## src/rtl/ldpc_bit_interleaver_if.sv

```systemverilog
// 1-bit Avalon-ST codeword stream in, interleaved stream out, plus error pulse.
// The block itself connects through the slave modport; its stimulus source uses the master modport.
interface ldpc_bit_interleaver_if;
    logic in_startofpacket;
    logic in_endofpacket;
    logic in_valid;
    logic in_ready;
    logic in_in_data;
    logic out_startofpacket;
    logic out_endofpacket;
    logic out_valid;
    logic out_ready;
    logic out_out_data;
    logic err_pulse;

    modport master (
        output in_startofpacket, in_endofpacket, in_valid, in_in_data, out_ready,
        input  in_ready, out_startofpacket, out_endofpacket, out_valid, out_out_data, err_pulse
    );

    modport slave (
        input  in_startofpacket, in_endofpacket, in_valid, in_in_data, out_ready,
        output in_ready, out_startofpacket, out_endofpacket, out_valid, out_out_data, err_pulse
    );
endinterface

```

## src/rtl/ldpc_bit_interleaver.sv

```systemverilog
// Row-write / column-read bit interleaver for one LDPC codeword of ROWS*COLS bits.
// Fills an N-bit buffer in input order, then drains it column-major; malformed packets are dropped.
module ldpc_bit_interleaver #(
    parameter int ROWS = 8,
    parameter int COLS = 8
) (
    input  logic                        clk_clk,
    input  logic                        reset_reset_n,
    ldpc_bit_interleaver_if.slave       st
);

    localparam int          N    = ROWS * COLS;
    localparam int          CW   = (N > 1) ? $clog2(N) : 1;
    localparam int unsigned R_U  = ROWS;
    localparam int unsigned C_U  = COLS;
    localparam logic [CW-1:0] CNT_ZERO = {CW{1'b0}};
    localparam logic [CW-1:0] CNT_ONE  = CW'(1);
    localparam logic [CW-1:0] CNT_LAST = CW'(N - 1);

    typedef enum logic [1:0] {
        IDLE  = 2'd0,
        FILL  = 2'd1,
        DRAIN = 2'd2
    } state_t;

    state_t          state_q;
    logic [CW-1:0]   wr_cnt_q;
    logic [CW-1:0]   rd_cnt_q;
    logic [N-1:0]    buf_q;
    logic            in_ready_q;
    logic            out_valid_q;
    logic            out_sop_q;
    logic            out_eop_q;
    logic            out_data_q;
    logic            err_q;

    logic            in_xfer_s;
    logic            out_xfer_s;
    logic            fill_bad_s;
    logic            wr_en_s;
    logic [CW-1:0]   wr_addr_s;
    logic [CW-1:0]   rd_cnt_d;
    logic [CW-1:0]   rd_idx_s;

    // Output index k sits in column k/ROWS, row k%ROWS of the row-major buffer.
    function automatic logic [CW-1:0] map_idx(input logic [CW-1:0] k);
        int unsigned kk;
        kk = 32'(k);
        return CW'((kk % R_U) * C_U + (kk / R_U));
    endfunction

    // Handshake strobes, packet-shape check and next read position.
    always_comb begin
        in_xfer_s  = st.in_valid & in_ready_q;
        out_xfer_s = out_valid_q & st.out_ready;
        // A good FILL beat never carries sop, and carries eop exactly on the last bit.
        fill_bad_s = st.in_startofpacket | (st.in_endofpacket != (wr_cnt_q == CNT_LAST));
        if (rd_cnt_q != CNT_LAST) begin
            rd_cnt_d = rd_cnt_q + CNT_ONE;
        end else begin
            rd_cnt_d = rd_cnt_q;
        end
        rd_idx_s = map_idx(rd_cnt_d);
        case (state_q)
            IDLE: begin
                wr_en_s   = in_xfer_s & st.in_startofpacket;
                wr_addr_s = CNT_ZERO;
            end
            FILL: begin
                wr_en_s   = in_xfer_s;
                wr_addr_s = wr_cnt_q;
            end
            default: begin
                wr_en_s   = 1'b0;
                wr_addr_s = CNT_ZERO;
            end
        endcase
    end

    // Codeword buffer; contents survive reset and are simply overwritten by the next packet.
    always_ff @(posedge clk_clk) begin
        if (wr_en_s) begin
            buf_q[wr_addr_s] <= st.in_in_data;
        end
    end

    // Control FSM with registered stream outputs.
    always_ff @(posedge clk_clk) begin
        if (!reset_reset_n) begin
            state_q     <= IDLE;
            wr_cnt_q    <= CNT_ZERO;
            rd_cnt_q    <= CNT_ZERO;
            in_ready_q  <= 1'b1;
            out_valid_q <= 1'b0;
            out_sop_q   <= 1'b0;
            out_eop_q   <= 1'b0;
            out_data_q  <= 1'b0;
            err_q       <= 1'b0;
        end else begin
            err_q <= 1'b0;
            case (state_q)
                IDLE: begin
                    if (in_xfer_s && st.in_startofpacket) begin
                        if (st.in_endofpacket) begin
                            err_q <= 1'b1;
                        end else begin
                            wr_cnt_q <= CNT_ONE;
                            state_q  <= FILL;
                        end
                    end
                end
                FILL: begin
                    if (in_xfer_s) begin
                        if (fill_bad_s) begin
                            err_q    <= 1'b1;
                            wr_cnt_q <= CNT_ZERO;
                            state_q  <= IDLE;
                        end else if (wr_cnt_q == CNT_LAST) begin
                            // Bit 0 of the output was written long ago, so buf_q is already valid here.
                            state_q     <= DRAIN;
                            in_ready_q  <= 1'b0;
                            rd_cnt_q    <= CNT_ZERO;
                            out_valid_q <= 1'b1;
                            out_sop_q   <= 1'b1;
                            out_eop_q   <= 1'b0;
                            out_data_q  <= buf_q[map_idx(CNT_ZERO)];
                        end else begin
                            wr_cnt_q <= wr_cnt_q + CNT_ONE;
                        end
                    end
                end
                DRAIN: begin
                    if (out_xfer_s) begin
                        if (rd_cnt_q == CNT_LAST) begin
                            state_q     <= IDLE;
                            in_ready_q  <= 1'b1;
                            wr_cnt_q    <= CNT_ZERO;
                            rd_cnt_q    <= CNT_ZERO;
                            out_valid_q <= 1'b0;
                            out_sop_q   <= 1'b0;
                            out_eop_q   <= 1'b0;
                            out_data_q  <= 1'b0;
                        end else begin
                            rd_cnt_q   <= rd_cnt_d;
                            out_sop_q  <= 1'b0;
                            out_eop_q  <= (rd_cnt_d == CNT_LAST);
                            out_data_q <= buf_q[rd_idx_s];
                        end
                    end
                end
                default: begin
                    state_q     <= IDLE;
                    wr_cnt_q    <= CNT_ZERO;
                    rd_cnt_q    <= CNT_ZERO;
                    in_ready_q  <= 1'b1;
                    out_valid_q <= 1'b0;
                    out_sop_q   <= 1'b0;
                    out_eop_q   <= 1'b0;
                    out_data_q  <= 1'b0;
                end
            endcase
        end
    end

    assign st.in_ready          = in_ready_q;
    assign st.out_valid         = out_valid_q;
    assign st.out_startofpacket = out_sop_q;
    assign st.out_endofpacket   = out_eop_q;
    assign st.out_out_data      = out_data_q;
    assign st.err_pulse         = err_q;

endmodule

```

## src/flat_wrapper.sv

```systemverilog
// flat-port wrapper written by rule: the top's interface ports become plain ports
module ldpc_bit_interleaver_flat 
#(
    parameter int ROWS = 8,
    parameter int COLS = 8
)
  (clk_clk, reset_reset_n, st_in_startofpacket, st_in_endofpacket, st_in_valid, st_in_in_data, st_out_ready, st_in_ready, st_out_startofpacket, st_out_endofpacket, st_out_valid, st_out_out_data, st_err_pulse);
  ldpc_bit_interleaver_if st_i ();
  input  logic clk_clk;
  input  logic reset_reset_n;
  input wire logic [$bits(st_i.in_startofpacket)-1:0] st_in_startofpacket;
  input wire logic [$bits(st_i.in_endofpacket)-1:0] st_in_endofpacket;
  input wire logic [$bits(st_i.in_valid)-1:0] st_in_valid;
  input wire logic [$bits(st_i.in_in_data)-1:0] st_in_in_data;
  input wire logic [$bits(st_i.out_ready)-1:0] st_out_ready;
  output wire logic [$bits(st_i.in_ready)-1:0] st_in_ready;
  output wire logic [$bits(st_i.out_startofpacket)-1:0] st_out_startofpacket;
  output wire logic [$bits(st_i.out_endofpacket)-1:0] st_out_endofpacket;
  output wire logic [$bits(st_i.out_valid)-1:0] st_out_valid;
  output wire logic [$bits(st_i.out_out_data)-1:0] st_out_out_data;
  output wire logic [$bits(st_i.err_pulse)-1:0] st_err_pulse;
  assign st_i.in_startofpacket = st_in_startofpacket;
  assign st_i.in_endofpacket = st_in_endofpacket;
  assign st_i.in_valid = st_in_valid;
  assign st_i.in_in_data = st_in_in_data;
  assign st_i.out_ready = st_out_ready;
  assign st_in_ready = st_i.in_ready;
  assign st_out_startofpacket = st_i.out_startofpacket;
  assign st_out_endofpacket = st_i.out_endofpacket;
  assign st_out_valid = st_i.out_valid;
  assign st_out_out_data = st_i.out_out_data;
  assign st_err_pulse = st_i.err_pulse;
  ldpc_bit_interleaver #(.ROWS(ROWS), .COLS(COLS)) u_core (.clk_clk(clk_clk), .reset_reset_n(reset_reset_n), .st(st_i));
endmodule
```

## config.mk

```make
export PLATFORM = sky130hd
export DESIGN_NAME = ldpc_bit_interleaver_flat
export DESIGN_NICKNAME = d
export VERILOG_FILES = /design/src/rtl/ldpc_bit_interleaver_if.sv /design/src/rtl/ldpc_bit_interleaver.sv /design/src/flat_wrapper.sv
export SDC_FILE = /design/constraint.sdc
export NUM_CORES = 1
export LEC_CHECK = 0
export ABC_CLOCK_PERIOD_IN_PS = 2750
export BUFFER_PORTS_ARGS = -buffer_cell sky130_fd_sc_hd__buf_4
export CELL_PAD_IN_SITES_DETAIL_PLACEMENT = 1
export CELL_PAD_IN_SITES_GLOBAL_PLACEMENT = 2
export CORE_MARGIN = 2
export CORE_UTILIZATION = 37
export CTS_CLUSTER_SIZE = 28
export DETAILED_ROUTE_END_ITERATION = 12
export PLACE_DENSITY_LB_ADDON = 0.1
export SYNTH_ARGS = -nofsm -noshare
export SYNTH_HDL_FRONTEND = slang
export SYNTH_SLANG_ARGS = --single-unit
```

## constraint.sdc

```tcl
create_clock -name clk_clk -period 2.75 [get_ports clk_clk]
set_clock_uncertainty 0.1 [all_clocks]
set_input_delay 0.275 -clock clk_clk [delete_from_list [all_inputs] [get_ports clk_clk]]
set_output_delay 0.275 -clock clk_clk [all_outputs]
set_load 0.03 [all_outputs]
```

-- After elaboration in Yosys (flattened, before gate mapping)
Index checks and enable logic that the tools add are counted.
- order comparisons: 3
- add/subtract/negate cells: 3
- multiply operators: 0
- shift operators: 0
- divide/modulo/power cells: 0
- reduce and logical (&&, ||, !) cells: 7
- bitwise logic cells: 5
- eq/ne operators: 16
- muxes and demuxes: 58
- operators with widths (operator ; count):
    two-way mux 6 bit ; 14
    bitwise mux 64 bit ; 1
    case mux 6 bit (3 select lines) ; 2
    two-way mux 1 bit ; 24
    equality test 6 bit (second input constant) ; 3
    AND reduction 6 bit ; 3
    case mux 1 bit (3 select lines) ; 5
    less-than comparator 6 x 7 -> 1 bit (second input constant) ; 2
    two-way mux 2 bit ; 7
    adder 6 x 1 -> 6 bit (second input constant) ; 2
    != test 2 x 1 -> 1 bit (second input constant) ; 5
    adder 6 x 3 -> 6 bit ; 1
    binary-select mux 1 bit (select 6 bit) ; 1
    demux 1 bit (select 6 bit) ; 1
    >= comparator 6 x 1 -> 1 bit (second input constant) ; 1
    != test 6 bit (second input constant) ; 1
    case mux 2 bit (3 select lines) ; 1
    AND reduction 5 bit ; 1
    != test 2 bit (second input constant) ; 2
    case mux 1 bit (2 select lines) ; 2
    bitwise AND 1 bit ; 3
    != test 3 x 1 -> 1 bit (second input constant) ; 1
    != test 3 x 2 -> 1 bit (second input constant) ; 1
    equality test 2 x 1 -> 1 bit (second input constant) ; 1
    other kinds (6) ; 7
- bits in registers: 84
- logic and storage cells: 102
- memories kept: 0
- memory bits (read-only): 0
- RAM bits: 0
- output and inout bits: 6
- bits in latches: 0
- bits of input ports: 7

-- Depth between registers and ports, before layout
- word-level depth: 8
- mapped depth: 12
- gate-level depth less buffers: 10

-- Least setup slack after synthesis
OpenSTA, ideal clock, no wires.
- path type: flip-flop to flip-flop
- from: register u_core.rd_cnt_q[0]
- to: register u_core.out_data_q, in the netlist u_core.st.out_out_data
- library setup time: 0.127 ns
- period minus slack after synthesis: 2.811 ns
- required time: 2.523 ns
- cell stages (with the launch flop): 13
- setup slack: -0.061 ns
- data arrival time: 2.584 ns
- path buffers: 2
- cells stage by stage: dfxtp_1 ha_1 buf_2 nand3_2 nor2_4 inv_2 ha_1 buf_1 or4_1 a21oi_1 nor4_1 a22oi_1 a32oi_1
- word-level cells in the longest chain between the ends: 8
- elaborated cells on any way between the ends: 10
- those cells by class: add/sub: 2; eq/ne: 2; mux: 6
- ends and longest elaborated chain (element ; line ; text):
    from (decl) ; ldpc_bit_interleaver.sv:28 ; logic [CW-1:0] rd_cnt_q;
    from (signal assigned) ; ldpc_bit_interleaver.sv:144 ; rd_cnt_q <= rd_cnt_d;
    adder 6 x 1 -> 6 bit or != test 6 bit (tied branches) ; ldpc_bit_interleaver.sv:59, ldpc_bit_interleaver.sv:58 ;
    two-way mux 6 bit ; ldpc_bit_interleaver.sv:58 ; if (rd_cnt_q != CNT_LAST) begin
    adder 6 x 3 -> 6 bit ; ldpc_bit_interleaver.sv:49 ; return CW'((kk % R_U) * C_U + (kk / R_U));
    binary-select mux 1 bit (select 6 bit) ; ldpc_bit_interleaver.sv:147 ; out_data_q <= buf_q[rd_idx_s];
    two-way mux 1 bit (implied by the code) ; ldpc_bit_interleaver.sv:147 ;
    two-way mux 1 bit (*) ; ldpc_bit_interleaver.sv:134 ; if (rd_cnt_q == CNT_LAST) begin
    two-way mux 1 bit (*) ; ldpc_bit_interleaver.sv:133 ; if (out_xfer_s) begin
    case mux 1 bit (3 select lines) (*) ; ldpc_bit_interleaver.sv:101 ; case (state_q)
    to (signal assigned) ; ldpc_bit_interleaver.sv:126 ; out_data_q <= buf_q[map_idx(CNT_ZERO)];
    to (signal assigned) ; ldpc_bit_interleaver.sv:147 ;
    to (decl) ; ldpc_bit_interleaver.sv:34 ; logic out_data_q;
Every way passes the cells marked *; elsewhere a longest branch is shown, timed or not. The select of a mux whose other input is x is not followed.
A chain may end at the register's enable or synchronous reset.

-- Final worst setup path
- from: register u_core.rd_cnt_q[2]
- to: register u_core.out_data_q, in the netlist u_core.st.out_out_data
Same word-level chain as after synthesis.

==> impl_metrics.env <==
export IMPL_synthMuxAreaShare_pct=3.14
export IMPL_h_tree_depth=3
export IMPL_antenna_found_initial=0
export IMPL_drt_iter0_drc=172
export IMPL_hp_start="reset_reset_n"
export IMPL_die_area_sq_um=12800
export IMPL_synth_edff_count=64
export IMPL_synth_warnings=0
export IMPL_hold_viol=0
export IMPL_ys_ff_latch=84
export IMPL_hold_path_class="input pin to flip-flop"
export IMPL_max_cap_viol_count=0
export IMPL_cp_required_ns=2.92
export IMPL_synthSimpleGateAreaFrac_pct=22.6
export IMPL_startpoint_type="flip-flop"
export IMPL_cts_buffers=9
export IMPL_vias_per_cell=5.64
export IMPL_synth_async_reset_ratio_pct=0
export IMPL_grt_first_pass_wirelength_um=20800
export IMPL_die_x_um=113
export IMPL_initial_core_util_pct=38.4
export IMPL_rr_startpoint="u_core.rd_cnt_q[2]$_SDFFE_PN0P_"
export IMPL_relSlewSlack_pct=51.5
export IMPL_grt_use_met2_pct=38.4
export IMPL_ys_types=71
export IMPL_top_usage_layer="met2"
export IMPL_cts_sinks=84
export IMPL_fmax_mhz=384
export IMPL_io_pin_count=13
export IMPL_ff2ff_setup_slack_ns=0.15
export IMPL_ir_worst_vdd_mv=0.383
export IMPL_synth_xor_area_share_pct=2.18
export IMPL_routed_wl_um=13400
export IMPL_core_sq_um=11500
export IMPL_crit_start="u_core.rd_cnt_q[2]$_SDFFE_PN0P_"
export IMPL_netlist_instances=441
export IMPL_fin_crit_ns=2.60
export IMPL_fp_dieH_um=113
export IMPL_synth_area_sq_um=4420
export IMPL_synth_compound_area_share_pct=14.4
export IMPL_leakage_nw=1.67
export IMPL_syn_num_nets=454
export IMPL_pre_cts_ws_ns=0.144
export IMPL_nets=483
export IMPL_drcViolationCount=0
export IMPL_antenna_left=0
export IMPL_path_max_fanout=10
export IMPL_worst_pin_slew_ns=0.720
export IMPL_fp_row_count=39
export IMPL_cts_tree="done"
export IMPL_maxSlewViolCount=0
export IMPL_crit_arrival_ns=2.77
export IMPL_crit_type="flip-flop to flip-flop"
export IMPL_syn2layout_area_growth_pct=16.1
export IMPL_finalCritPeriodShare_pct=94.6
export IMPL_gr_usage_met1_pct=27.3
export IMPL_place_gp_congestion=0.853
export IMPL_grt_use_met3_pct=2.84
export IMPL_status="completed"
export IMPL_grt_max_degree=65
export IMPL_vias=3483
export IMPL_power_density_nw_per_um2=635
export IMPL_firstDrtPassIters=4
export IMPL_io_buffers=12
export IMPL_clk_pin_slew_ns=0.07
export IMPL_dp_hpwl_um=9530
export IMPL_synth_adder_area_share_pct=1.70
export IMPL_finalWorstSetupSlack_ns=0.148
export IMPL_final_setup_tns_ns=0
export IMPL_grt_overflow=0
export IMPL_clockBufferDepth=2
export IMPL_end_kind="flip-flop"
export IMPL_wl_per_cell_um=21.7
export IMPL_synth_seq_area_share_pct=52.5
export IMPL_total_power_mw=3.26
export IMPL_drive_gt1_share_pct=18.7
export IMPL_avgSynthCellArea_sq_um=10.0
export IMPL_synth_top_family_by_area="simple AND/OR/NAND/NOR gates"
export IMPL_insertion_delay_ns=0.35
export IMPL_cts_root_buf="clkbuf_16"
export IMPL_finalSetupViolations=0
export IMPL_track_usage_pct=21.8
export IMPL_grt_pass1_vias=3600
export IMPL_rsz0062_at_grt="no"
export IMPL_yosys_most_used_dff="edfxtp_1"
export IMPL_antenna_cells=0
[Yosys cell counts, drive strengths merged, types with 2 or more instances]
cell type	instances	area, sq um
clkbuf	8	31.3
inv	12	45.0
o31a	3	26.3
nor2	81	312
or4	2	15.0
mux2	7	78.8
buf	13	78.8
nand4	5	37.5
edfxtp	64	1920
nor2b	11	68.8
a21boi	7	67.6
o21a	6	45.0
a211oi	5	37.5
mux2i	6	60.1
o211ai	6	45.0
and3	5	32.5
o41ai	2	17.5
a221oi	2	17.5
a221o	3	30.0
o2111ai	2	17.5
dfxtp	20	400
xor2	3	26.3
a32oi	2	17.5
ha	6	75.1
a21oi	24	124
a31o	2	17.5
xnor2	5	70.1
nor4	2	12.5
o21ai	15	78.8
nand2	53	199
nor3b	2	15.0
and2	4	27.5
nand3	21	128
nor3	12	76.3
nand3b	3	22.5
o31ai	2	15.0
and4	2	20.0
[cell families after synthesis]
group                      count (synthesis)
AOI/OAI and AO/OA                         90
xor gates and xnor gates                   8
adders and majority gates                  6
buffers and inverters                     33
DFF                                       84
muxes                                     13
and+or+nand+nor                          207
[flip-flops by register name (all words and copies together), names as in the netlist, 2 cells and up]
signal,cells
u_core.buf_q,64
u_core.rd_cnt_q,6
u_core.wr_cnt_q,6
u_core.state_q,2
[layer usage]
layer | part of all wire [%] | wire, um | vias up
met3 | 3.2 | 434 | 18
met2 | 50 | 6740 | 69
met5 | 0 | 0 | -
met4 | 2.1 | 283 | 0
li1 | - | - | 1661
met1 | 44 | 5930 | 1735
[worst paths after layout]
kind	to	depth (start not counted)
worst max register to register	u_core.st.out_out_data$_SDFFE_PN0P_	8
worst max-delay path	u_core.st.out_out_data$_SDFFE_PN0P_	8
worst min register to register	u_core.st.out_endofpacket$_SDFFE_PN0P_	2
worst min-delay path	u_core.st.in_ready$_SDFFE_PN1P_	2
[where the power goes]
group / total [mW] / internal (mW) / switching, mW
combinational: 0.566 / 0.190 / 0.376
clock: 1.28 / 0.737 / 0.538
sequential: 1.42 / 1.39 / 0.0251
total: 3.26 / 2.32 / 0.939
[worst max-delay path, stage by stage, from the launching register on]
cell and delay, ns:
dfxtp_1 0.35, buf_4 0.20, nand4_2 0.30, o21ai_2 0.26, nand3_2 0.26, a21oi_1 0.25, nor3_1 0.10, or4_1 0.49
a32oi_1 0.21
[cell type report]
type | instances | area [sq um]
inverters | 12 | 45.0
well taps | 143 | 179
fillers | 1298 | 6390
clock inverters | 6 | 70.1
clock buffers | 10 | 239
flip-flops and latches | 84 | 2320
multi-input cells | 324 | 1970
repair buffers | 39 | 305
[layout by cell type, fill, tap and decap left out, drive strengths merged, types with 6 or more instances in the layout]
master,synthesis,layout
nor2,81,81
ha,6,6
inv,12,14
nor2b,11,11
o21ai,15,15
nand2,53,53
mux2i,6,6
edfxtp,64,64
o21a,6,6
nand3,21,21
a21boi,7,7
nor3,12,12
mux2,7,7
o211ai,6,6
buf,13,39
clkbuf,8,10
a21oi,24,24
dfxtp,20,20
[metrics by stage]
step / instances / area (sq um) / util [%] / hold WS (ns)
after CTS: 615 / 5070 / 44.0 / 0.142
after global routing: 618 / 5130 / 44.5 / 0.170
after floorplan: 441 / 4420 / - / 0.274
final: 618 / 5130 / 44.5 / 0.140
after detailed placement: 599 / 4760 / 41.3 / 0.366
after global placement: 599 / 4760 / 41.3 / 0.351
[timing repair]
item | CTS | global route
gates resized for setup | 0 | 6
endpoints found under the hold margin | 0 | 0
hold buffers | 0 | 0
endpoints found under the setup margin | 0 | 1
buffers inserted | 0 | 3
(Power assumes the default switching activity.)
